--- config.mk ---
export PLATFORM = sky130hd
export DESIGN_NAME = intel_hex_tx
export DESIGN_NICKNAME = d
export VERILOG_FILES = /design/src/rtl/intel_hex_tx.sv
export SDC_FILE = /design/constraint.sdc
export NUM_CORES = 1
export LEC_CHECK = 0
export BUFFER_PORTS_ARGS = -buffer_cell sky130_fd_sc_hd__buf_2
export CAP_MARGIN = 20
export CORE_UTILIZATION = 40
export CTS_CLUSTER_SIZE = 40
export DETAILED_ROUTE_END_ITERATION = 12
export PLACE_DENSITY = 0.62
export SLEW_MARGIN = 20
export SYNTH_ARGS = -nofsm -noshare
export SYNTH_HDL_FRONTEND = slang
export SYNTH_SLANG_ARGS = --single-unit
--- constraint.sdc ---
create_clock -name CLK -period 10.15 [get_ports CLK]
set_clock_uncertainty 0.1 [all_clocks]
set_input_delay 0.5075 -clock CLK [delete_from_list [all_inputs] [get_ports CLK]]
set_output_delay 0.5075 -clock CLK [all_outputs]
set_load 0.005 [all_outputs]
--- src/rtl/intel_hex_tx.sv ---
// intel_hex_tx - binary-to-Intel-HEX encoder.
//
// Reads LEN bytes starting at BASE from a synchronous RAM (1-cycle read
// latency). It sends them as ASCII Intel HEX data records of at most
// REC_MAX bytes each, then sends the end-of-file record ':00000001FF'.
// Records never cross the 0xFFFF -> 0x0000 address wrap.
//
// Build option: define INTEL_HEX_CRLF_EN to terminate every record
// (including EOF) with CR LF. When it is undefined, records are sent
// back-to-back and the CR/LF states do not exist.
//
// Ports:
//   CLK    in   system clock, rising edge
//   CLR    in   synchronous active-high reset
//   START  in   one-cycle pulse, starts a dump when idle
//   BASE   in   [15:0] first memory address, sampled on START
//   LEN    in   [16:0] byte count (0..65536), sampled on START
//   AB     out  [15:0] memory address (valid while RE=1)
//   RE     out  memory read strobe, DI valid the following cycle
//   DI     in   [7:0] memory read data
//   DO     out  [7:0] ASCII character
//   VLD    out  DO valid
//   RDY    in   sink ready, character moves on VLD & RDY
//   BUSY   out  dump in progress
//   DONE   out  one-cycle pulse after the last character is accepted
module intel_hex_tx #(
  parameter int REC_MAX = 16
) (
  input  logic        CLK,
  input  logic        CLR,
  input  logic        START,
  input  logic [15:0] BASE,
  input  logic [16:0] LEN,
  output logic [15:0] AB,
  output logic        RE,
  input  logic [7:0]  DI,
  output logic [7:0]  DO,
  output logic        VLD,
  input  logic        RDY,
  output logic        BUSY,
  output logic        DONE
);

  localparam logic [16:0] REC_MAX_W = 17'(REC_MAX);

  typedef enum logic [3:0] {
    S_IDLE,
    S_SOC,
    S_HDR,
    S_FETCH,
    S_CAPT,
    S_DATA,
    S_CHK,
`ifdef INTEL_HEX_CRLF_EN
    S_CR,
    S_LF,
`endif
    S_EOF,
    S_FIN
  } state_t;

  state_t state, state_nx;

  // Control
  logic [3:0]  nib;        // character index within the current field
`ifdef INTEL_HEX_CRLF_EN
  logic        eof_done;   // EOF record already sent, CR/LF leads to FIN
`endif

  // Datapath (no reset, always loaded before use)
  logic [15:0] addr;       // next memory address to read
  logic [16:0] rem;        // bytes still to dump
  logic [7:0]  cnt;        // bytes left in the current record
  logic [7:0]  ll;         // current record length
  logic [15:0] rec_addr;   // current record start address
  logic [7:0]  sum;        // running checksum sum
  logic [7:0]  dbyte;      // captured data byte

  logic [16:0] to_wrap;
  logic [16:0] lmin;
  logic [7:0]  ll_next;
  logic [7:0]  hdr_byte;
  logic [7:0]  chk;

  function automatic logic [7:0] hex_char(input logic [3:0] n);
    if (n < 4'd10) return 8'h30 + {4'h0, n};
    else           return 8'h37 + {4'h0, n};
  endfunction

  function automatic logic [3:0] sel_nib(input logic [7:0] b, input logic lo);
    return lo ? b[3:0] : b[7:4];
  endfunction

  // ':00000001FF', index 0..10
  function automatic logic [7:0] eof_char(input logic [3:0] i);
    case (i)
      4'd0:         return 8'h3A;
      4'd8:         return 8'h31;
      4'd9, 4'd10:  return 8'h46;
      default:      return 8'h30;
    endcase
  endfunction

  // Record length: limited by remaining bytes, REC_MAX and the 64K wrap.
  always_comb begin
    to_wrap = 17'h10000 - {1'b0, addr};
    lmin    = rem;
    if (to_wrap < lmin)   lmin = to_wrap;
    if (REC_MAX_W < lmin) lmin = REC_MAX_W;
    ll_next = lmin[7:0];
  end

  always_comb begin
    case (nib[2:1])
      2'd0:    hdr_byte = ll;
      2'd1:    hdr_byte = rec_addr[15:8];
      2'd2:    hdr_byte = rec_addr[7:0];
      default: hdr_byte = 8'h00;
    endcase
  end

  assign chk = ~sum + 8'd1;

  always_ff @(posedge CLK) begin
    if (CLR) state <= S_IDLE;
    else     state <= state_nx;
  end

  always_comb begin
    state_nx = state;
    DO       = 8'h00;
    VLD      = 1'b0;
    RE       = 1'b0;
    AB       = 16'h0000;
    DONE     = 1'b0;
    BUSY     = (state != S_IDLE) && (state != S_FIN);
    case (state)
      S_IDLE: begin
        if (START) state_nx = (LEN == 17'd0) ? S_EOF : S_SOC;
      end
      S_SOC: begin
        DO  = 8'h3A;
        VLD = 1'b1;
        if (RDY) state_nx = S_HDR;
      end
      S_HDR: begin
        DO  = hex_char(sel_nib(hdr_byte, nib[0]));
        VLD = 1'b1;
        if (RDY && nib == 4'd7) state_nx = S_FETCH;
      end
      S_FETCH: begin
        RE       = 1'b1;
        AB       = addr;
        state_nx = S_CAPT;
      end
      S_CAPT: begin
        state_nx = S_DATA;
      end
      S_DATA: begin
        DO  = hex_char(sel_nib(dbyte, nib[0]));
        VLD = 1'b1;
        if (RDY && nib == 4'd1) state_nx = (cnt != 8'd0) ? S_FETCH : S_CHK;
      end
      S_CHK: begin
        DO  = hex_char(sel_nib(chk, nib[0]));
        VLD = 1'b1;
        if (RDY && nib == 4'd1) begin
`ifdef INTEL_HEX_CRLF_EN
          state_nx = S_CR;
`else
          state_nx = (rem != 17'd0) ? S_SOC : S_EOF;
`endif
        end
      end
`ifdef INTEL_HEX_CRLF_EN
      S_CR: begin
        DO  = 8'h0D;
        VLD = 1'b1;
        if (RDY) state_nx = S_LF;
      end
      S_LF: begin
        DO  = 8'h0A;
        VLD = 1'b1;
        if (RDY) begin
          if (eof_done)            state_nx = S_FIN;
          else if (rem != 17'd0)   state_nx = S_SOC;
          else                     state_nx = S_EOF;
        end
      end
`endif
      S_EOF: begin
        DO  = eof_char(nib);
        VLD = 1'b1;
        if (RDY && nib == 4'd10) begin
`ifdef INTEL_HEX_CRLF_EN
          state_nx = S_CR;
`else
          state_nx = S_FIN;
`endif
        end
      end
      S_FIN: begin
        DONE     = 1'b1;
        state_nx = S_IDLE;
      end
      default: state_nx = S_IDLE;
    endcase
  end

  // Character index restarts on every state change.
  always_ff @(posedge CLK) begin
    if (CLR) begin
      nib <= 4'd0;
    end else if (state_nx != state) begin
      nib <= 4'd0;
    end else if (VLD && RDY) begin
      nib <= nib + 4'd1;
    end
  end

`ifdef INTEL_HEX_CRLF_EN
  always_ff @(posedge CLK) begin
    if (CLR) begin
      eof_done <= 1'b0;
    end else if (state == S_IDLE) begin
      eof_done <= 1'b0;
    end else if (state == S_EOF && RDY && nib == 4'd10) begin
      eof_done <= 1'b1;
    end
  end
`endif

  always_ff @(posedge CLK) begin
    case (state)
      S_IDLE: begin
        if (START) begin
          addr <= BASE;
          rem  <= LEN;
        end
      end
      S_SOC: begin
        if (RDY) begin
          ll       <= ll_next;
          cnt      <= ll_next;
          rec_addr <= addr;
          sum      <= ll_next + addr[15:8] + addr[7:0];
        end
      end
      S_CAPT: begin
        dbyte <= DI;
        sum   <= sum + DI;
        addr  <= addr + 16'd1;
        rem   <= rem - 17'd1;
        cnt   <= cnt - 8'd1;
      end
      default: ;
    endcase
  end

endmodule
==> impl_metrics.env <==
export IMPL_status="finished clean"
export IMPL_synthFlopType="edfxtp_1"
export IMPL_tightest_slew_ps=1020
export IMPL_peakVddDrop_v=0.0000893
export IMPL_async_flop_share_pct=0
export IMPL_slew_headroom_pct=32.0
export IMPL_grt_max_degree=81
export IMPL_cts_sinks=89
export IMPL_die_area_mm2=0.0176
export IMPL_yosysSeqAreaShare_pct=38.0
export IMPL_timing_fmax_mhz=162
export IMPL_hpwl_mm=12.4
export IMPL_final_cells=1010
export IMPL_p_per_area_mw_per_mm2=136
export IMPL_arrival_ps=6170
export IMPL_fp_dieW_um=133
export IMPL_synth_area_per_cell_um2=9.29
export IMPL_clock_latency_ps=360
export IMPL_antenna_found_initial=0
export IMPL_cp_data_required_time_ps=10130
export IMPL_cp_start_kind="register"
export IMPL_grt_pass1_wl_mm=27.2
export IMPL_crit_top_cell="a21oi_1"
export IMPL_path_class="register to register"
export IMPL_yosys_warnings=0
export IMPL_clockPowerShare_pct=33.4
export IMPL_synth_top_area_share_pct=35.7
export IMPL_grt_remaining_overflow=0
export IMPL_drc=0
export IMPL_cts_made_buffers=9
export IMPL_slew_violations=0
export IMPL_path_cells="inv_1 > ha_1 > nor4b_1 > and2_1 > nand2_1 > xor2_1 > ha_1 > a21oi_1 > o21ai_0 > a221o_1 > a21oi_1 > nand3_1 > nand2_1 > fa_1 > ha_1 > fa_1 > a21o_1 > a21oi_1 > o21bai_1 > a21oi_1 > xnor2_1 > mux2i_1"
export IMPL_synth_most_common_cell="nand2_1"
export IMPL_die_h_um=133
export IMPL_n_antenna_cell=0
export IMPL_sw_frac_of_total_pct=30.3
export IMPL_final_hold_violation_count=0
export IMPL_postCtsSetupBuffers=0
export IMPL_end_kind="register"
export IMPL_drt_initial_drc_count=338
export IMPL_clockBufferDepth=2
export IMPL_cts_tree="done"
export IMPL_synthTopCellsByCount="nand2_1, edfxtp_1, o21ai_0"
export IMPL_yosys_register_bits=89
export IMPL_io_buffers=71
export IMPL_grt_pass1_vias=5228
export IMPL_seqPwrFrac_pct=45.6
export IMPL_switching_power_w=0.000315
export IMPL_grtUsageTotal_pct=19.8
export IMPL_min_path_type="input port to register"
export IMPL_cts_max_level=3
export IMPL_dp_cells=994
export IMPL_syn_area_mm2=0.00682
export IMPL_drive_gt1_share_pct=13.9
export IMPL_leakagePower_nw=2.98
export IMPL_final_area_mm2=0.00764
export IMPL_place_area_mm2=0.00733
export IMPL_firstDrtPassIters=5
export IMPL_ctsHoldBuffers=0
export IMPL_crit_path_max_fanout=12
export IMPL_fin_nets=881
export IMPL_synth_edf_count=81
export IMPL_coreArea_mm2=0.0166
export IMPL_routabilityCongestion=0.854
export IMPL_ys_top_cells_by_area="edfxtp_1, ha_1, xnor2_1, nand2_1, o21ai_0"
export IMPL_cp_slowest_stage_delay_ps=620
export IMPL_cts_root_buffer="clkbuf_16"
export IMPL_wl_per_cell_um=16.6
export IMPL_synthToLayoutAreaGrowth_pct=12.1
export IMPL_drt_wl_total_mm=16.8
export IMPL_antenna_left=0
export IMPL_num_io_pins=73
export IMPL_rows=47
export IMPL_synth_cell_types=69
export IMPL_netlist_instances=734
export IMPL_post_route_period_util_pct=61.0
export IMPL_combPwrFrac_pct=21.0
export IMPL_clkTransAtPathRegs_ps=80
export IMPL_cap_violations=0
export IMPL_viasPerCell=5.47
export IMPL_setup_tns_final_ps=0
export IMPL_slowest_stage="a21oi_1"
export IMPL_initial_utilization_pct=41.1
export IMPL_setup_violations=0
export IMPL_rsz0062_at_grt="false"
export IMPL_yosys_area_top_type="edfxtp_1"
export IMPL_cts_resized=0
export IMPL_dr_total_vias=5523
export IMPL_internal_power_w=0.000723
export IMPL_period_minus_slack_ps=6190
==> critical path, delay by kind of cell, from the launching register on <==
kind	cells	cell delay [ps]
xor gates and xnor gates	2	280
buffers and inverters	1	160
DFF	1	530
and+or+nand+nor	5	1310
AOI/OAI and AO/OA	8	1840
adders and majority gates	5	1610
muxes	1	80
==> placed cells by master (no fill, tap or decap), types with 4 or more instances in the layout <==
cell type / n
or3_1: 9
nor4_1: 15
ha_1: 42
nand4_1: 13
conb_1: 6
and2_1: 19
a21oi_1: 23
or4_1: 4
xor2_1: 26
edfxtp_1: 81
fa_1: 9
o21ai_0: 51
nor2_1: 48
o31a_1: 4
o211ai_1: 6
dfxtp_1: 8
a211oi_1: 5
a31oi_1: 9
clkbuf_16: 9
inv_1: 44
o22ai_1: 4
buf_2: 71
or2_2: 4
nand2b_1: 10
mux2i_1: 13
a221o_1: 4
nor2b_1: 8
xnor2_1: 43
nand2_1: 83
o31ai_1: 5
and3_1: 8
nor3_1: 21
buf_4: 4
nor3b_1: 5
nand3_1: 15
==> state kept, by name, indices dropped and copies added, names as in the netlist <==
register and flops:
sum 8, dbyte 8, cnt 8, addr 16, rem 17, ll 8
rec_addr 16, state 4, nib 4
==> cell type report <==
| class | count | area (um^2) |
|---|---|---|
| multi-input combinational | 565 | 3920 |
| inverter | 45 | 169 |
| clock buffer | 9 | 225 |
| sequential | 89 | 2590 |
| tap | 220 | 275 |
| clock inverter | 7 | 75.1 |
| fill | 1642 | 8940 |
| timing repair buffer | 75 | 385 |
==> cells by family after synthesis <==
| kind of cell | share of synthesized area (%) |
|---|---|
| AND/OR/NAND/NOR | 22.1 |
| AO/OA/AOI/OAI | 12.7 |
| flip-flops | 38.0 |
| buffers and inverters | 4.94 |
| XOR/XNOR | 8.86 |
| adder cells (fa/ha/maj) | 10.4 |
| multiplexers | 2.90 |
| other | 0.0550 |
==> per-stage QoR <==
stage / utilization (%) / hold slack, ps / power [W] / setup slack [ps]
after CTS: 46.0 / 228 / 0.00105 / 4000
after global routing: 46.1 / 234 / 0.00109 / 3550
after floorplan: - / 321 / 0.000631 / 4660
final: 46.1 / 237 / 0.00104 / 3960
after detailed placement: 44.2 / 514 / 0.000697 / 4010
after global placement: 44.2 / 511 / 0.000694 / 4080
==> power by group through the flow <==
| stage | logic, W | registers [W] | clock network (W) |
|---|---|---|---|
| 2_1_floorplan | 0.000173 | 0.000458 | 0 |
| 3_3_place_gp | 0.000214 | 0.000480 | 0 |
| 3_5_place_dp | 0.000216 | 0.000481 | 0 |
| 4_1_cts | 0.000219 | 0.000473 | 0.000355 |
| 5_1_grt | 0.000248 | 0.000479 | 0.000368 |
| 6_report | 0.000217 | 0.000473 | 0.000347 |
==> final timing paths <==
check        slack, ps        to     from  cells past startpoint
min reg2reg        530    nib[3]   nib[3]                      2
max               3960    sum[7]  addr[0]                     22
max reg2reg       3960    sum[7]  addr[0]                     22
min                240  dbyte[4]    DI[4]                      1
==> per-layer routing <==
| metal | vias to the layer above | GRT usage (%) | wire length (um) |
|---|---|---|---|
| li1 | 2744 | - | - |
| met1 | 2599 | 27.9 | 8180 |
| met2 | 160 | 30.5 | 7510 |
| met3 | 20 | 2.64 | 780 |
| met4 | 0 | 8.17 | 312 |
| met5 | - | 0 | 0 |
Power figures use the tool's default switching activity.
